File: config.mk
export PLATFORM = sky130hd
export DESIGN_NAME = fetch_ifid
export DESIGN_NICKNAME = d
export VERILOG_FILES = /design/src/rtl/fetch_ifid_pkg.sv /design/src/rtl/fetch_ifid_ifid_reg.sv /design/src/rtl/fetch_ifid.sv
export SDC_FILE = /design/constraint.sdc
export NUM_CORES = 1
export LEC_CHECK = 0
export BUFFER_PORTS_ARGS = -buffer_cell sky130_fd_sc_hd__buf_2
export CELL_PAD_IN_SITES_DETAIL_PLACEMENT = 1
export CELL_PAD_IN_SITES_GLOBAL_PLACEMENT = 2
export CORE_ASPECT_RATIO = 1.25
export CORE_MARGIN = 4
export CORE_UTILIZATION = 30
export CTS_BUF_LIST = sky130_fd_sc_hd__clkbuf_4 sky130_fd_sc_hd__clkbuf_8
export DETAILED_ROUTE_END_ITERATION = 8
export GPL_TIMING_DRIVEN = 1
export PLACE_DENSITY_LB_ADDON = 0.15
export SETUP_SLACK_MARGIN = 0.4
export SYNTH_ARGS = -nofsm -noshare
export SYNTH_HDL_FRONTEND = slang
export SYNTH_SLANG_ARGS = --single-unit
File: constraint.sdc
create_clock -name clk -period 2.6 [get_ports clk]
set_clock_uncertainty 0.15 [all_clocks]
set_input_delay 0 -clock clk [delete_from_list [all_inputs] [get_ports clk]]
set_output_delay 0 -clock clk [all_outputs]
set_load 0.02 [all_outputs]
File: src/rtl/fetch_ifid_pkg.sv
// fetch_ifid_pkg: constants and types shared by the fetch stage and the
// pipeline registers of the LEGv8 core.
//   N_DEF       default datapath / PC width
//   CNT_W_DEF   default retired-fetch counter width
//   NOP_INSTR   bubble instruction (decodes to all-zero controls)
//   RESET_PC    PC value loaded on reset
//   fetch_state_t  fetch FSM states {RUN, FAULT}
package fetch_ifid_pkg;

    localparam int unsigned N_DEF     = 64;
    localparam int unsigned CNT_W_DEF = 32;

    localparam logic [31:0] NOP_INSTR = '0;
    localparam logic [63:0] RESET_PC  = '0;

    typedef enum logic {
        RUN   = 1'b0,
        FAULT = 1'b1
    } fetch_state_t;

endpackage : fetch_ifid_pkg

File: src/rtl/fetch_ifid_ifid_reg.sv
// ifid_reg: IF/ID pipeline register with load enable and synchronous flush.
// Reset and flush both load a bubble {pc=0, instr=NOP, valid=0}; flush
// overrides the enable so a redirect always squashes even under stall.
//   clk      rising-edge clock
//   i_reset  synchronous active-high reset
//   i_en     load enable (deasserted while stalled)
//   i_flush  load a bubble
//   i_pc / i_instr / i_valid   next contents
//   o_pc / o_instr / o_valid   registered contents
module ifid_reg
    import fetch_ifid_pkg::*;
#(
    parameter int unsigned N = N_DEF
) (
    input  logic         clk,
    input  logic         i_reset,
    input  logic         i_en,
    input  logic         i_flush,
    input  logic [N-1:0] i_pc,
    input  logic [31:0]  i_instr,
    input  logic         i_valid,
    output logic [N-1:0] o_pc,
    output logic [31:0]  o_instr,
    output logic         o_valid
);

    logic [N-1:0] r_pc;
    logic [31:0]  r_instr;
    logic         r_valid;

    always_ff @(posedge clk) begin
        if (i_reset || i_flush) begin
            r_pc    <= '0;
            r_instr <= NOP_INSTR;
            r_valid <= 1'b0;
        end else if (i_en) begin
            r_pc    <= i_pc;
            r_instr <= i_instr;
            r_valid <= i_valid;
        end
    end

    assign o_pc    = r_pc;
    assign o_instr = r_instr;
    assign o_valid = r_valid;

endmodule : ifid_reg

File: src/rtl/fetch_ifid.sv
// fetch_ifid: instruction-fetch stage plus IF/ID register.
// Holds the PC (drives imem_addr), latches {PC, imem_data} into IF/ID,
// handles stall, branch redirect with IF/ID flush, and a sticky fault on a
// misaligned redirect target. Counts instructions latched valid.
//   clk, reset         clock, synchronous active-high reset
//   stall_F            hold PC and IF/ID
//   PCSrc, PCBranch    redirect request and target
//   imem_addr          instruction address (= PC register)
//   imem_data          combinational instruction read
//   IF_ID_pc/_instr/_valid  IF/ID contents
//   fault              misaligned redirect seen (sticky until reset)
//   fetch_count        instructions latched valid into IF/ID (wraps)
module fetch_ifid
    import fetch_ifid_pkg::*;
#(
    parameter int unsigned N     = N_DEF,
    parameter int unsigned CNT_W = CNT_W_DEF
) (
    input  logic             clk,
    input  logic             reset,
    input  logic             stall_F,
    input  logic             PCSrc,
    input  logic [N-1:0]     PCBranch,
    output logic [N-1:0]     imem_addr,
    input  logic [31:0]      imem_data,
    output logic [N-1:0]     IF_ID_pc,
    output logic [31:0]      IF_ID_instr,
    output logic             IF_ID_valid,
    output logic             fault,
    output logic [CNT_W-1:0] fetch_count
);

    fetch_state_t     r_state;
    logic [N-1:0]     r_pc;
    logic             r_fault;
    logic [CNT_W-1:0] r_fetch_count;

    logic [N-1:0]     w_pc_plus4;
    logic             w_misaligned;
    logic             w_flush;
    logic             w_en;

    assign w_pc_plus4   = r_pc + N'(4);
    assign w_misaligned = (PCBranch[1:0] != 2'b00);
    // Any redirect (aligned or not) squashes IF/ID; FAULT keeps it squashed.
    assign w_flush      = (r_state == FAULT) || PCSrc;
    assign w_en         = !stall_F;

    always_ff @(posedge clk) begin
        if (reset) begin
            r_state       <= RUN;
            r_pc          <= N'(RESET_PC);
            r_fault       <= 1'b0;
            r_fetch_count <= '0;
        end else begin
            case (r_state)
                RUN: begin
                    if (PCSrc) begin
                        if (w_misaligned) begin
                            r_state <= FAULT;
                            r_fault <= 1'b1;
                        end else begin
                            r_pc <= PCBranch;
                        end
                    end else if (!stall_F) begin
                        r_pc          <= w_pc_plus4;
                        r_fetch_count <= r_fetch_count + CNT_W'(1);
                    end
                end
                FAULT: begin
                    r_state <= FAULT;
                end
                default: r_state <= RUN;
            endcase
        end
    end

    ifid_reg #(
        .N (N)
    ) u_ifid_reg (
        .clk     (clk),
        .i_reset (reset),
        .i_en    (w_en),
        .i_flush (w_flush),
        .i_pc    (r_pc),
        .i_instr (imem_data),
        .i_valid (1'b1),
        .o_pc    (IF_ID_pc),
        .o_instr (IF_ID_instr),
        .o_valid (IF_ID_valid)
    );

    assign imem_addr   = r_pc;
    assign fault       = r_fault;
    assign fetch_count = r_fetch_count;

endmodule : fetch_ifid

==> results.md <==
- Clock period minus worst slack: 2150 ps
- Hold/Removal Path Class: in2reg
- TritonCTS Buffers: 17
- Peak supply drop: 0.252 mV
- CTS Buffer Depth: 2
- Worst-Margin Slew: 749 ps
- Yosys warning count: 0
- Multi-input gate area: 0.00534 mm2
- CTS tree: done
- Drc violations: 0
- Post-synth ARST share: 0%
- Rows: 72
- Synth area leaders: dfxtp_1 (42%), mux2i_1 (12%), nor2_1 (6.2%), nand4_1 (4.0%), nand2_1 (3.8%)
- CTS sink count: 195
- Post-synth EDFFs: 0
- Vias: 10,439
- Final wirelength: 39,800 um
- Worst R2R Path Depth: 5
- CP top delay family: simple AND/OR/NAND/NOR gates
- Final hold vios: 0
- Mapped Area: 0.00940 mm2
- Gate Count Post-Synth: 1,112
- CP Max Fanout: 7
- Final ANT Viol Nets: 0
- Post-DP HPWL: 28,100 um
- Post-Route Utilization: 45.4%
- Htree depth: 4
- Vias per cell: 5.21
- Critical path launch point type: flop
- Worst Hold Slack: 59.9 ps
- Final WS setup: 449 ps
- Total Power: 6.08 mW
- Vias in the first global route: 10,924
- Most common cell in the netlist: dfxtp_1
- Flops & latches, synth: 195
- CP max stage delay: 530 ps
- PwrDens: 434 mW/mm2
- Distinct cells, synth: 57
- # port buffers: 293
- Worst-path cell chain: nand4_1, nor4_4, nand3_4, or4b_1, a31oi_1
- Initial Util: 30.4%
- Drt pass-1 iters: 5
- Worst Path Required: 2870 ps
- Top post-synthesis cells by count: dfxtp_1 (195), nor2_1 (156), mux2i_1 (109)
- P_leak: 6.21 nW
- Layout cells sized above 1: 33.7%
- Initial antenna violation count: 3
- Die height: 206 um
- Critical path class: reg2reg
- Fin crit share: 82.7%
- Critical-path top delay cell: or4b_1
- Cell taking the most area after synthesis: dfxtp_1
- Status: finished clean
- Worst-skew pair later-pin latency: 490 ps
- Worst reg2reg setup slack: 450 ps
- First-iteration detailed-routing DRC count: 363
- Hold Path Depth: 5
- Hold Crit Start: PCSrc
- Worst r2r src: imem_addr[19]$_SDFFE_PP0P_
- Post-synth top area share: 41.5%
- Type of destination of the critical path: flop
- Nets: 1,685
- Die footprint: 0.0343 mm2
- Maximum clock frequency: 0.465 GHz
- Final setup fails: 0
- Sequential cell area: 0.00399 mm2
- CP Buf/Inv Count: 0
- Syn nets: 1,214
- CP arrival: 2420 ps
- Grt ovf: 0
- Largest net degree at the start of global routing: 74
- Max_slew headroom: 50.1%
- Critical path depth: 5
- Total track usage: 22.6%
- Top-level I/O count: 294
- Area delta synth->final: 49.1%
- RSZ-0062 raised after global routing: yes
- Die span in x: 166 um
- CTS clk-pin slew, worst paths: 100 ps
- DR WL/cell: 19.9 um
- Final Slew Violations: 0
- Hold Path End: imem_addr[48]$_SDFFE_PP0P_
- Routability congestion estimate: 0.878
- Mapped Avg Cell Area: 8.45 um2
- Setup TNS: 0 ps
- Root buffer cell: clkbuf_8
- Most used DFF post-synth: dfxtp_1
- Core Area: 0.0309 mm2
- Max-Cap Viols: 0
- Sequential area share after synthesis: 41.5%
- FF-to-FF End: imem_addr[37]$_SDFFE_PP0P_
- Pre-CTS WS: 165 ps
- First-pass GRT wire length: 62,200 um
- # fillers: 3,743
[routing by layer]
metal / track usage [%] / up-vias / share of wire [%]
met4: 5.96 / 2 / 1.8
met3: 4.67 / 47 / 4.7
met1: 26.5 / 5098 / 41
met5: 0 / - / 0.033
met2: 42.2 / 277 / 52
li1: - / 5015 / -
[through the flow]
| step | cell area [um2] | std cells |
|---|---|---|
| floorplan | 9470 | 1112 |
| global placement | 11800 | 1807 |
| detailed placement | 11800 | 1807 |
| CTS | 13600 | 1972 |
| global route | 14000 | 2005 |
| finish | 14000 | 2005 |
[cells in the final DEF, fill, tap and decap left out, types with 5 or more instances in the layout]
cell type,Yosys,layout
nand2_1,94,90
o211ai_1,21,21
or3_1,21,17
nand3_1,58,56
xnor2_1,5,5
nand4_1,60,60
buf_4,0,112
inv_1,15,15
a31oi_1,16,15
xor2_1,20,20
dfxtp_2,0,27
dlygate4sd3_1,0,123
dfxtp_4,0,13
o41ai_1,5,5
clkbuf_8,0,21
nor3_1,19,16
nor2_1,156,154
a21oi_1,34,32
mux2i_1,109,109
dfxtp_1,195,155
clkinv_2,0,5
buf_2,10,292
nor4_1,32,25
and4_1,5,5
a32o_1,6,6
buf_6,1,12
o22ai_1,7,7
o311ai_0,8,5
and3_1,28,27
o31ai_1,10,9
or4_1,7,7
a22oi_1,7,7
o21ai_0,27,26
nor4_4,3,9
[layout make-up]
| cell class | count | share of cell area (%) |
|---|---|---|
| clock inverter | 9 | 0.562 |
| clock buffer | 23 | 2.17 |
| tap | 407 | 3.63 |
| timing repair buffer | 543 | 26.7 |
| multi-input combinational | 811 | 38.1 |
| inverter | 15 | 0.402 |
| sequential | 195 | 28.4 |
| antenna | 2 | 0.0357 |
[sequential cells by signal, indices dropped and copies added, names as in the netlist]
name                count
fetch_count            32
u_ifid_reg.o_pc        64
u_ifid_reg.o_instr     32
r_state                 1
u_ifid_reg.o_valid      1
imem_addr              64
fault                   1
[cell families (layout without fill, tap and decap cells)]
logic type,count (synthesis),in the layout,share of synthesized area (%)
compound gates,163,163,11.6
xor+xnor,25,25,2.33
fa+ha+maj,2,2,0.266
buf+inv,106,590,4.52
flops,195,195,41.5
mux,110,110,11.7
other cells,0,2,0
simple gates,511,511,28.0
[repair_timing]
| action | in CTS | in global routing |
|---|---|---|
| endpoints found under the hold margin | 102 | 0 |
| cloned | 0 | 0 |
| resized for setup | 34 | 63 |
| hold buffers | 123 | 0 |
| setup endpoints to repair | 40 | 56 |
| pin swaps | 11 | 23 |
| setup buffers | 10 | 31 |
[power breakdown]
| part | switching, mW | internal [mW] |
|---|---|---|
| Sequential | 0.0899 | 3.05 |
| Clock | 1.12 | 0.876 |
| Combinational | 0.521 | 0.422 |
| Total | 1.73 | 4.35 |
[worst register-to-register path: cells and delay by family (launching register included)]
kind            cells  cell delay (ps)
flops               1              410
compound gates      1              160
simple gates        4             1380
[worst max-delay path by stage]
stage                                     startpoint                         end
final                     imem_addr[19]$_SDFFE_PP0P_  imem_addr[37]$_SDFFE_PP0P_
after global routing      imem_addr[19]$_SDFFE_PP0P_  imem_addr[37]$_SDFFE_PP0P_
after global placement     imem_addr[2]$_SDFFE_PP0P_  imem_addr[34]$_SDFFE_PP0P_
after detailed placement   imem_addr[3]$_SDFFE_PP0P_  imem_addr[34]$_SDFFE_PP0P_
after floorplan           imem_addr[15]$_SDFFE_PP0P_  imem_addr[36]$_SDFFE_PP0P_
after CTS                  imem_addr[2]$_SDFFE_PP0P_  imem_addr[37]$_SDFFE_PP0P_
Note: power is estimated with default switching activity, not from simulation.
